===== src/rtl/matriz_serializador_resultado.sv =====
// Serializes the packed N x N add/subtract result matrix, one element per
// valid/ready transfer. Each 9-bit element is saturated to signed 8 bits
// before it leaves the block. A sticky flag records any clipping.
module matriz_serializador_resultado #(
   parameter int N = 3
) (
   input  logic                 clk,
   input  logic                 reset,
   input  logic                 start,
   input  logic [N*N*9-1:0]     matriz_resultado,
   output logic [7:0]           saida_dado,
   output logic [7:0]           saida_indice,
   output logic                 saida_valida,
   input  logic                 saida_pronta,
   output logic                 ultimo,
   output logic                 ocupado,
   output logic                 concluido,
   output logic                 saturou
);

   localparam int DATA_W = 9;
   localparam int TOTAL  = N * N;
   localparam int IDX_W  = (TOTAL > 1) ? $clog2(TOTAL) : 1;
   localparam logic [7:0] ULTIMO_IDX = 8'(TOTAL - 1);

   typedef enum logic {
      OCIOSO,
      ENVIANDO
   } estado_t;

   estado_t estado, estado_prox;

   logic signed [DATA_W-1:0] elementos_p0 [TOTAL];
   logic [7:0]               indice;
   logic [IDX_W-1:0]         indice_arr;
   logic signed [DATA_W-1:0] elem;
   logic                     handshake;

   // Clamp a signed 9-bit result into the signed 8-bit storage range.
   function automatic logic [7:0] saturar(input logic signed [DATA_W-1:0] r);
      if (r > 9'sd127)
         return 8'h7F;
      else if (r < -9'sd128)
         return 8'h80;
      else
         return r[7:0];
   endfunction

   // True when saturar would change the value.
   function automatic logic clipou(input logic signed [DATA_W-1:0] r);
      return (r > 9'sd127) || (r < -9'sd128);
   endfunction

   assign indice_arr   = indice[IDX_W-1:0];
   assign elem         = elementos_p0[indice_arr];
   assign saida_valida = (estado == ENVIANDO);
   assign ocupado      = saida_valida;
   assign ultimo       = saida_valida && (indice == ULTIMO_IDX);
   assign saida_indice = indice;
   assign saida_dado   = saturar(elem);
   assign handshake    = saida_valida && saida_pronta;

   // State register.
   always_ff @(posedge clk or posedge reset) begin
      if (reset)
         estado <= OCIOSO;
      else
         estado <= estado_prox;
   end

   // Next-state logic: capture on start when idle, leave after the final handshake.
   always_comb begin
      estado_prox = estado;
      case (estado)
         OCIOSO:   if (start) estado_prox = ENVIANDO;
         ENVIANDO: if (handshake && (indice == ULTIMO_IDX)) estado_prox = OCIOSO;
         default:  estado_prox = OCIOSO;
      endcase
   end

   // Capture register, element index, sticky clip flag and completion pulse.
   always_ff @(posedge clk or posedge reset) begin
      if (reset) begin
         for (int i = 0; i < TOTAL; i++)
            elementos_p0[i] <= '0;
         indice    <= '0;
         saturou   <= 1'b0;
         concluido <= 1'b0;
      end else begin
         concluido <= 1'b0;
         if ((estado == OCIOSO) && start) begin
            for (int i = 0; i < TOTAL; i++)
               elementos_p0[i] <= matriz_resultado[i*DATA_W +: DATA_W];
            indice  <= '0;
            saturou <= 1'b0;
         end else if (handshake) begin
            if (clipou(elem))
               saturou <= 1'b1;
            if (indice == ULTIMO_IDX)
               concluido <= 1'b1;
            else
               indice <= indice + 8'd1;
         end
      end
   end

endmodule


===== config.mk =====
export PLATFORM = sky130hd
export DESIGN_NAME = matriz_serializador_resultado
export DESIGN_NICKNAME = d
export VERILOG_FILES = /design/src/rtl/matriz_serializador_resultado.sv
export SDC_FILE = /design/constraint.sdc
export NUM_CORES = 1
export LEC_CHECK = 0
export CAP_MARGIN = 20
export CORE_UTILIZATION = 30
export CTS_CLUSTER_SIZE = 12
export DETAILED_ROUTE_END_ITERATION = 6
export DONT_BUFFER_PORTS = 1
export GPL_ROUTABILITY_DRIVEN = 1
export PLACE_DENSITY_LB_ADDON = 0.3
export SYNTH_ARGS = -nofsm -noshare
export SYNTH_HDL_FRONTEND = slang
export SYNTH_SLANG_ARGS = --single-unit

===== constraint.sdc =====
create_clock -name clk -period 2.9 [get_ports clk]
set_input_delay 0.29 -clock clk [delete_from_list [all_inputs] [get_ports clk]]
set_output_delay 0.29 -clock clk [all_outputs]
set_load 0.01 [all_outputs]

; After elaboration in Yosys (flattened, before gate mapping)
; Index checks and enable logic that the tools add are counted.
[totals]
reg_bits = 92
elab_cells = 47
in_bits = 85
output_inout_bits = 21
[op_classes]
bitwise_logic = 2
n_mux = 17
add_sub_neg = 1
n_lt_le_gt_ge = 3
n_reduce_logical = 9
n_eq_ne = 2
[ops]
columns = cell, count
row1 = two-way mux 8 bit, 5
row2 = binary-select mux 9 bit (select 4 bit), 1
row3 = two-way mux 9 bit, 2
row4 = "greater-than comparator 9 x 8 -> 1 bit, second input constant", 1
row5 = "< comparator 9 x 8 -> 1 bit, second input constant", 1
row6 = "adder 8 x 1 -> 8 bit, second input constant", 1
row7 = "== test 8 x 4 -> 1 bit, second input constant", 1
row8 = two-way mux 1 bit, 8
row9 = ">= comparator 5 bit, second input constant", 1
row10 = NOT 4 -> 5 bit, 1
row11 = logical AND 1 bit, 4
row12 = AND reduction 2 bit, 2
row13 = nonzero test 2 bit, 2
row14 = "inequality test 2 x 1 -> 1 bit, second input constant", 1
row15 = case mux 1 bit (2 select lines), 1
row16 = logical OR 1 bit, 1
row17 = NOT 1 bit, 1

; Longest topological paths before layout
; Gate-level depths: netlist of run 1.
[depth]
ltp_word = 9
mapped_depth = 9
ltp_nobuf = 7

; Worst setup path before layout of run 1
; Ideal clock, no wire load.
[synth_path]
kind = register to output
from = register indice[1] (netlist: saida_indice[1])
to = output saida_dado[2]
path_stages_with_launch = 7
t_required_ps = 2610
slack_ps = 670
n_path_buf = 2
arrival_time_ps = 1940
cell_sequence = dfrtp_1 -> buf_2 -> buf_1 -> mux4_2 -> a22oi_1 -> nand2_1 -> maj3_2
[synth_between]
elab_chain_len = 7
elab_cells_between_ends = 8
cone_classes = 2 x order compare / 5 x mux / 1 x bitwise
[synth_lines]
columns = item, line_no
row1 = "start, declared", 34  ; logic [7:0] indice;
row2 = "start signal, assigned", 102  ; indice <= indice + 8'd1;
row3 = NOT 4 -> 5 bit (implied by the code) *, 55  ; assign elem = elementos_p0[indice_arr];
row4 = binary-select mux 9 bit (select 4 bit) *, 55
row5 = two-way mux 9 bit (implied by the code) * (2 in a row), 55
row6 = < comparator 9 x 8 -> 1 bit, 43  ; else if (r < -9'sd128)
row7 = two-way mux 8 bit, 43
row8 = two-way mux 8 bit *, 41  ; if (r > 9'sd127)
row9 = "end, declared", 11  ; output logic [7:0] saida_dado,
; Mark *: on every way between the ends. The rest lies on a longest branch, timed or not. The select of a mux whose other input is x is not followed.

; Worst setup path in the final report of run 1
[layout_path]
from = register indice[0] (netlist: saida_indice[0])
to = output saida_dado[6]
; Same word-level chain as after synthesis.

==> results by group, run 1 <==
Die
  – Ports: 106
  – Die ar.: 14800 sq um
  – Core area: 13900 sq um
  – Die width: 121 um
  – Site Rows: 43
  – DIE HEIGHT: 121 um
  – Initial Util: 0.308

Drt
  – DR vias: 2399
  – Final wirelength: 9740 um
  – Antenna viol nets, final: 0
  – Vias per cell: 4.95
  – Drt wl/cell: 20.1 um
  – DR DRC count: 0
  – First-pass DRT Iterations: 4
  – Initial DRC count: 78

Timing
  – Period Utilization, post-route: 0.932
  – Slew Viols, Final: 0
  – Tmin final: 2700 ps
  – Worst Max-Slew Pin Slew: 730 ps
  – RSZ-0062 raised after global routing: no
  – Endpoints failing setup: 0
  – Setup Skew: 8.35 ps
  – Fmax: 0.370 GHz
  – Worst slew margin: 0.513
  – Setup TNS: 0 ps
  – Hold slack final: 83.1 ps
  – Fin. Hold Viols: 0

Synth
  – Syn Area/Cell: 14.2 sq um
  – Netlist cell types: 35
  – Yosys reg bits: 92
  – Primary FF master, synth: dfrtp_1
  – Dominant cell type by area after synthesis: dfrtp_1
  – Synthesized cell area: 4280 sq um
  – Post-synth EDFFs: 0
  – Synth top area share: 0.538
  – Async set-reset flop share out of synthesis: 1.00
  – Synth warnings: 0
  – Sequential-to-total area share from yosys stat: 0.538
  – Net Count, Synth: 388
  – Synthesized instance count: 301
  – Synth top area cells: dfrtp_1 54%, mux2_2 21%, mux4_2 8.4%

Power
  – Switching Share: 0.341
  – Total chip power: 5.73 mW
  – Sequential Power Share: 0.403
  – Worst vdd rail ir drop: 0.543 mV
  – Comb pwr share: 0.390
  – PwrDens: 1190 nW/um^2
  – Pleak: 2.01 nW
  – Internal power: 3.78 mW
  – Clk pwr share: 0.206
  – Sw Pwr: 1.96 mW

Global route
  – Total gr overflow: 0
  – Vias in the first global route: 2672
  – Gr usage total: 0.144
  – Antenna violations before repair: 1
  – First-pass GRT wire length: 15400 um
  – Largest net degree at the start of global routing: 91

Place
  – IO Port Bufs: 0
  – RePlAce Congestion: 0.752
  – DP Wirelength: 7030 um

Setup path
  – Kind of critical path: reg2out
  – Reg-to-reg endpoint: saida_indice[2]
  – CP Launch Type: flip-flop
  – Worst R2R Setup Slack: 780 ps
  – Nature of the critical path endpoint: output port
  – Critical Path RT: 2610 ps
  – Crit Path Max Fanout: 9
  – Slowest stage delay, CP: 530 ps
  – CP max-delay cell: mux4_2
  – R2r startpoint: saida_indice[1]
  – Critical path, cell by cell: mux4_2 > or2_0 > a32o_1 > maj3_2
  – Crit path to: saida_dado[6]
  – Crit path launch: saida_indice[0]
  – Crit path DAT: 2410 ps
  – Depth of the most critical reg-to-reg path: 8

Final layout
  – Core Util, Final: 0.346
  – Area growth, synth to finish: 12.1%
  – Fillcell total: 1379
  – Final Net Count: 386
  – Fraction of layout cells with a size suffix above 1: 0.434

Clocking
  – Clk sinks: 92
  – Clock buffer depth: 2
  – Clock Pin Slew Worst Setup and Hold Paths: 60 ps
  – Postcts setup bufs: 0
  – Clk_lat worst skew: 350 ps
  – CTS Root Cell: clkbuf_16
  – TritonCTS buffer count: 9
  – CTS tree: built
  – CTS resizes: 0
  – CTS H-tree lvls: 3

Outcome
  – Status: complete, no violations

Min path
  – Hold Path Class: in2reg

Job
  – Max-Cap Viols: 0
==> power groups by stage <==
stage          clock network, mW  logic [mW]  registers [mW]
5_1_grt                     1.28        2.47            2.41
2_1_floorplan                  0        1.95            2.15
3_5_place_dp                   0        2.28            2.35
4_1_cts                     1.23        2.29            2.32
3_3_place_gp                   0        2.24            2.32
6_report                    1.18        2.24            2.31
==> kinds of logic after synthesis <==
group           synth area share
xor+xnor                  0.0143
flops                      0.538
compound gates            0.0269
buf+inv                   0.0289
fa+ha+maj                 0.0243
mux                        0.309
simple gates              0.0590
==> per-layer routing <==
| layer | vias up | GRT usage | wire length (um) |
|---|---|---|---|
| met5 | - | 0 | 0 |
| li1 | 1084 | - | - |
| met4 | 0 | 0.0440 | 127 |
| met3 | 9 | 0.0498 | 606 |
| met2 | 69 | 0.235 | 4840 |
| met1 | 1237 | 0.178 | 4170 |
==> state kept, by name, indices dropped and copies added (netlist names) <==
register and flops:
ocupado 1, concluido 1, saturou 1, saida_indice 8, elementos_p0 81
==> synth_stat cells (3+ instances only) <==
| master | instances |
|---|---|
| dfrtp_1 | 92 |
| mux2_2 | 81 |
| nand2_1 | 19 |
| mux4_2 | 16 |
| nor2_1 | 15 |
| clkbuf_1 | 13 |
| a22oi_1 | 7 |
| maj3_2 | 7 |
| mux2i_1 | 5 |
| and3_1 | 4 |
| inv_1 | 4 |
| xor2_1 | 4 |
| buf_2 | 3 |
| buf_6 | 3 |
| nand4_1 | 3 |
| xnor2_1 | 3 |
==> stage by stage <==
stage	cells	area, sq um	worst slack (ps)
2_1_floorplan	301	4280	218
6_report	485	4800	198
4_1_cts	484	4800	165
3_3_place_gp	467	4490	554
3_5_place_dp	467	4490	541
5_1_grt	484	4800	90.0
==> layout make-up <==
cell class / instances / area (sq um) / share of cell area
Sequential cell: 92 / 2300 / 0.480
Tap cell: 180 / 225 / 0.0469
Clock inverter: 7 / 76.3 / 0.0159
Antenna cell: 1 / 2.50 / 0.000521
Inverter: 4 / 17.5 / 0.00365
Timing Repair Buffer: 8 / 87.6 / 0.0182
Multi-Input combinational cell: 184 / 1860 / 0.388
Clock buffer: 9 / 225 / 0.0469
==> critical path, delay by kind of cell (launching register included) <==
| kind | cells | cell delay (ps) |
|---|---|---|
| muxes | 1 | 530 |
| DFF | 1 | 520 |
| adders and majority gates | 1 | 430 |
| and+or+nand+nor | 1 | 210 |
| AOI/OAI and AO/OA | 1 | 380 |
==> cells in the final DEF (no fill, tap or decap), types with 5 or more instances in the layout <==
master	synthesis	final
dfrtp_1	92	91
mux2_2	81	81
nand2_1	19	19
mux4_2	16	16
nor2_1	15	15
clkbuf_16	0	9
a22oi_1	7	7
maj3_2	7	7
mux2i_1	5	5
buf_4	1	5
==> worst min-delay path by stage <==
stage          cells past startpoint          endpoint                  from  slack [ps]
5_1_grt                            1  elementos_p0[29]  matriz_resultado[47]          70
6_report                           2           ocupado                 start          80
3_3_place_gp                       1  elementos_p0[76]                 reset         330
3_5_place_dp                       1   saida_indice[3]                 reset         340
2_1_floorplan                      2           ocupado                 start         420
4_1_cts                            2           ocupado                 start          70
==> timing repair <==
item / in CTS / in global routing
hold buffers: 1 / 0
endpoints found under the hold margin: 55 / 0
endpoints found under the setup margin: 0 / 0
Power figures use the tool's default switching activity.
==> inputs of run 2 (changes only) <==
- CTS_CLUSTER_SIZE: 12 -> 25
- PLACE_DENSITY: default -> 0.42
- PLACE_DENSITY_LB_ADDON: 0.3 -> default
==> results by group, run 2 (synthesis results as in run 1) <==
Final layout
  – Final design area excluding fillers: 4760 sq um
  – Area growth, synth to finish: 11.3%
  – Core Util, Final: 0.343
  – Largest register by flop count: elementos_p0
  – Max reg flops: 81
  – Layout Cells excl Fill: 484
  – Fraction of layout cells with a size suffix above 1: 0.429
  – Commonest non-fill, non-tap cell in the layout: dfrtp_1
  – Final Net Count: 387
  – Most frequent cells in the layout: 91 x dfrtp_1, 81 x mux2_2, 19 x nand2_1, 16 x mux4_2, 15 x nor2_1

Setup path
  – CP Launch Type: flip-flop
  – Crit path DAT: 2400 ps
  – Crit Path Max Fanout: 12
  – Nature of the critical path endpoint: output port
  – CP max-delay cell: mux4_2
  – Kind of critical path: reg2out
  – Critical Path RT: 2610 ps
  – Worst R2R Setup Slack: 700 ps
  – Critical path, cell by cell: buf_4 > mux4_2 > a22oi_1 > nand2_1 > maj3_2
  – Slowest stage delay, CP: 560 ps

Clocking
  – CTS H-tree lvls: 3
  – Clk sinks: 92
  – Clock Pin Slew Worst Setup and Hold Paths: 60 ps
  – TritonCTS buffer count: 9
  – CTS tree: built
  – Clock buffer depth: 2
  – CTS Root Cell: clkbuf_16
  – Clk_lat worst skew: 340 ps
  – CTS resizes: 0

Power
  – PwrDens: 1190 nW/um^2
  – Sequential Power Share: 0.416
  – Comb pwr share: 0.395
  – Sw Pwr: 1.98 mW
  – Internal power: 3.69 mW
  – Clk pwr share: 0.189
  – Worst vdd rail ir drop: 0.460 mV
  – Switching Share: 0.350
  – Total chip power: 5.68 mW
  – Pleak: 2.01 nW

Timing
  – Fin. Hold Viols: 0
  – Worst Max-Slew Pin Slew: 725 ps
  – Fmax: 0.371 GHz
  – Slew Viols, Final: 0
  – RSZ-0062 raised after global routing: no
  – Setup TNS: 0 ps
  – Worst slew margin: 0.516
  – Period Utilization, post-route: 0.929
  – Endpoints failing setup: 0
  – Tmin final: 2690 ps
  – Setup Skew: 3.47 ps

Die
  – DIE HEIGHT: 121 um
  – Core area: 13900 sq um
  – Die width: 121 um
  – Initial Util: 0.308
  – Site Rows: 43
  – Die ar.: 14800 sq um
  – Ports: 106

Place
  – Dpl cell area: 4490 sq um
  – IO Port Bufs: 0
  – DP Wirelength: 7450 um
  – RePlAce Congestion: 0.690
  – Placed instance count: 468

Drt
  – First-pass DRT Iterations: 4
  – Vias per cell: 5.01
  – DR vias: 2427
  – Final wirelength: 10500 um
  – Antenna viol nets, final: 0
  – Initial DRC count: 70
  – Drt wl/cell: 21.6 um
  – DR DRC count: 0

Global route
  – Gr usage total: 0.153
  – Largest net degree at the start of global routing: 65
  – Vias in the first global route: 2640
  – First-pass GRT wire length: 16000 um
  – Antenna violations before repair: 2
  – Total gr overflow: 0

Job
  – Max-Cap Viols: 0

Min path
  – Hold Path Class: in2reg

Outcome
  – Status: complete, no violations
[run 2: final cells by class]
class                           count  area [sq um]
Clock buffer                       11           243
Multi-Input combinational cell    184          1860
Inverter                            4          17.5
Timing Repair Buffer                9          95.1
Fill cell                        1360          9120
Clock inverter                      3          15.0
Antenna cell                        1          2.50
Tap cell                          180           225
Sequential cell                    92          2300
[run 2: metrics by stage]
stage / setup slack, ps / hold slack [ps]
finish: 206 / 79.7
CTS: 171 / 64.0
detailed placement: 560 / 344
global route: 55.3 / 69.1
global placement: 557 / 347
floorplan: 218 / 420
[run 2: final timing paths]
path	start	to	cells after the start
max in group asynchronous	reset	elementos_p0[15]	3
worst max register to register	saida_indice[1]	saturou	5
worst min-delay path	start	ocupado	2
worst max-delay path	saida_indice[0]	saida_dado[3]	5
min in group asynchronous	reset	elementos_p0[52]	2
worst min register to register	elementos_p0[48]	elementos_p0[48]	1
[run 2: per-layer routing]
metal | track usage | part of all wire | vias up
met4 | 0.0486 | 0.013 | 2
li1 | - | - | 1081
met2 | 0.240 | 0.49 | 76
met5 | 0 | 0.0016 | -
met3 | 0.0625 | 0.075 | 11
met1 | 0.189 | 0.42 | 1257
[run 2: timing repair]
item | CTS | global route
endpoints found under the hold margin | 55 | 0
buffers inserted | 0 | 0
hold buffers | 1 | 0
[run 2: critical path, delay by kind of cell, from the launching register on]
kind	cells	cell delay [ps]
buffers and inverters	1	330
adders and majority gates	1	350
muxes	1	560
and+or+nand+nor	1	90
AOI/OAI and AO/OA	1	230
DFF	1	490
[run 2: power groups by stage]
stage / sequential [mW] / clock (mW) / combinational (mW)
finish: 2.36 / 1.07 / 2.24
global route: 2.45 / 1.17 / 2.45
global placement: 2.40 / 0 / 2.25
CTS: 2.38 / 1.12 / 2.30
detailed placement: 2.40 / 0 / 2.28
floorplan: 2.15 / 0 / 1.95
==> inputs of run 3 (changes only) <==
- REMOVE_ABC_BUFFERS: default -> 1
==> results by group, run 3 (synthesis results as in run 1) <==
Timing
  – Endpoints failing setup: 0
  – Period Utilization, post-route: 0.920
  – Worst Max-Slew Pin Slew: 875 ps
  – Tmin final: 2670 ps
  – Slew Viols, Final: 0
  – Fin. Hold Viols: 0
  – Setup Skew: 4.62 ps
  – Worst slew margin: 0.416
  – Final worst slack: 232 ps
  – RSZ-0062 raised after global routing: no
  – Fmax: 0.375 GHz
  – Setup TNS: 0 ps

Clocking
  – Clock buffer depth: 2
  – CTS tree: built
  – TritonCTS buffer count: 9
  – Clk sinks: 92
  – CTS Root Cell: clkbuf_16
  – Postcts setup bufs: 0
  – Clock Pin Slew Worst Setup and Hold Paths: 70 ps
  – Clk_lat worst skew: 350 ps
  – CTS H-tree lvls: 3

Setup path
  – CP Launch Type: flip-flop
  – Slowest stage delay, CP: 510 ps
  – Critical path, cell by cell: mux4_2 > or2_0 > a32o_1 > maj3_2
  – R2r startpoint: saida_indice[0]
  – CP bufs+invs: 0
  – Crit path launch: saida_indice[0]
  – Critical Path RT: 2610 ps
  – Nature of the critical path endpoint: output port
  – Crit path max-delay family: multiplexers
  – CP max-delay cell: mux4_2
  – Crit Path Max Fanout: 9
  – Crit path DAT: 2380 ps
  – Kind of critical path: reg2out

Drt
  – DR DRC count: 0
  – DR vias: 2470
  – First-pass DRT Iterations: 4
  – Drt wl/cell: 20.4 um
  – Antenna viol nets, final: 0
  – Final wirelength: 9960 um
  – Vias per cell: 5.06
  – Initial DRC count: 86

Final layout
  – Most frequent cells in the layout: 91 x dfrtp_1, 81 x mux2_2, 19 x nand2_1, 16 x mux4_2, 15 x nor2_1
  – Final Net Count: 389
  – Commonest non-fill, non-tap cell in the layout: dfrtp_1
  – Max reg flops: 81
  – Largest register by flop count: elementos_p0
  – Area growth, synth to finish: 13.5%
  – Fraction of layout cells with a size suffix above 1: 0.443
  – Final design area excluding fillers: 4860 sq um

Place
  – Dpl cell area: 4510 sq um
  – DP Wirelength: 6710 um
  – RePlAce Congestion: 0.729
  – Dpl ws: 488 ps
  – IO Port Bufs: 0

Global route
  – Largest net degree at the start of global routing: 91
  – Vias in the first global route: 2681
  – Met2 Use GR: 0.227
  – GR met1 Demand/Resource: 0.180
  – Met3 Use GR: 0.0747
  – Busiest grt layer: met2
  – Gr usage total: 0.148
  – Total gr overflow: 0
  – Antenna violations before repair: 2
  – First-pass GRT wire length: 15700 um

Min path
  – Worst hold start: matriz_resultado[36]
  – Hold Path Class: in2reg

Power
  – PwrDens: 1220 nW/um^2
  – Total chip power: 5.91 mW
  – Worst vdd rail ir drop: 0.430 mV
  – Pleak: 2.06 nW

Die
  – DIE HEIGHT: 121 um
  – Core area: 13900 sq um
  – Die ar.: 14800 sq um
  – Initial Util: 0.308
  – Die width: 121 um
  – Ports: 106
  – Site Rows: 43

Outcome
  – Status: complete, no violations

Job
  – Max-Cap Viols: 0
## run 3: cell count changes in the layout (fill, tap and decap cells not counted), sizes merged
cell / delta
buf: +2
bufinv: +2
clkinv: -1
inv: +1
## run 3: worst reg2reg max path: stages, from the launching register on
cell	delay, ps
dfrtp_2	440
buf_4	300
mux2i_1	130
a31oi_1	180
a32o_1	600
mux2i_1	250
o311ai_1	110
## run 3: final timing paths
check / endpoint / slack, ps / depth (start not counted)
max in group asynchronous: elementos_p0[3] / 1700 / 3
worst min-delay path: elementos_p0[36] / 80 / 1
worst max register to register: saturou / 760 / 6
min in group asynchronous: elementos_p0[10] / 530 / 2
worst max-delay path: saida_dado[0] / 230 / 4
worst min register to register: elementos_p0[20] / 500 / 1
## run 3: per-stage QoR
step,instances,hold slack [ps],utilization
after floorplan,280,420,-
after global placement,470,332,0.325
after detailed placement,470,333,0.325
after CTS,487,67.1,0.350
after global routing,487,60.0,0.350
final,488,81.7,0.350
## run 3: metal layers
metal	up-vias	wire length, um
li1	1095	-
met1	1281	4240
met2	87	4700
met3	7	921
met4	0	104
met5	-	0
## run 3: power by group
part	leakage [nW]	switching, mW	internal, mW
combinational	0.762	1.09	1.24
sequential	1.13	0.376	1.89
clock	0.166	0.517	0.806
total	2.06	1.98	3.93
## run 3: final cells by class
cell class	count	area, sq um
repair buffers	11	110
clock buffers	11	253
flip-flops and latches	92	2300
well taps	180	225
diodes	1	2.50
multi-input cells	184	1860
fillers	1376	9020
clock inverters	5	82.6
inverters	4	17.5
## run 3: what timing repair did
action | CTS | global route
endpoints found under the setup margin | 0 | 1
endpoints found under the hold margin | 52 | 0
gates resized for setup | 0 | 1
hold buffers | 1 | 0
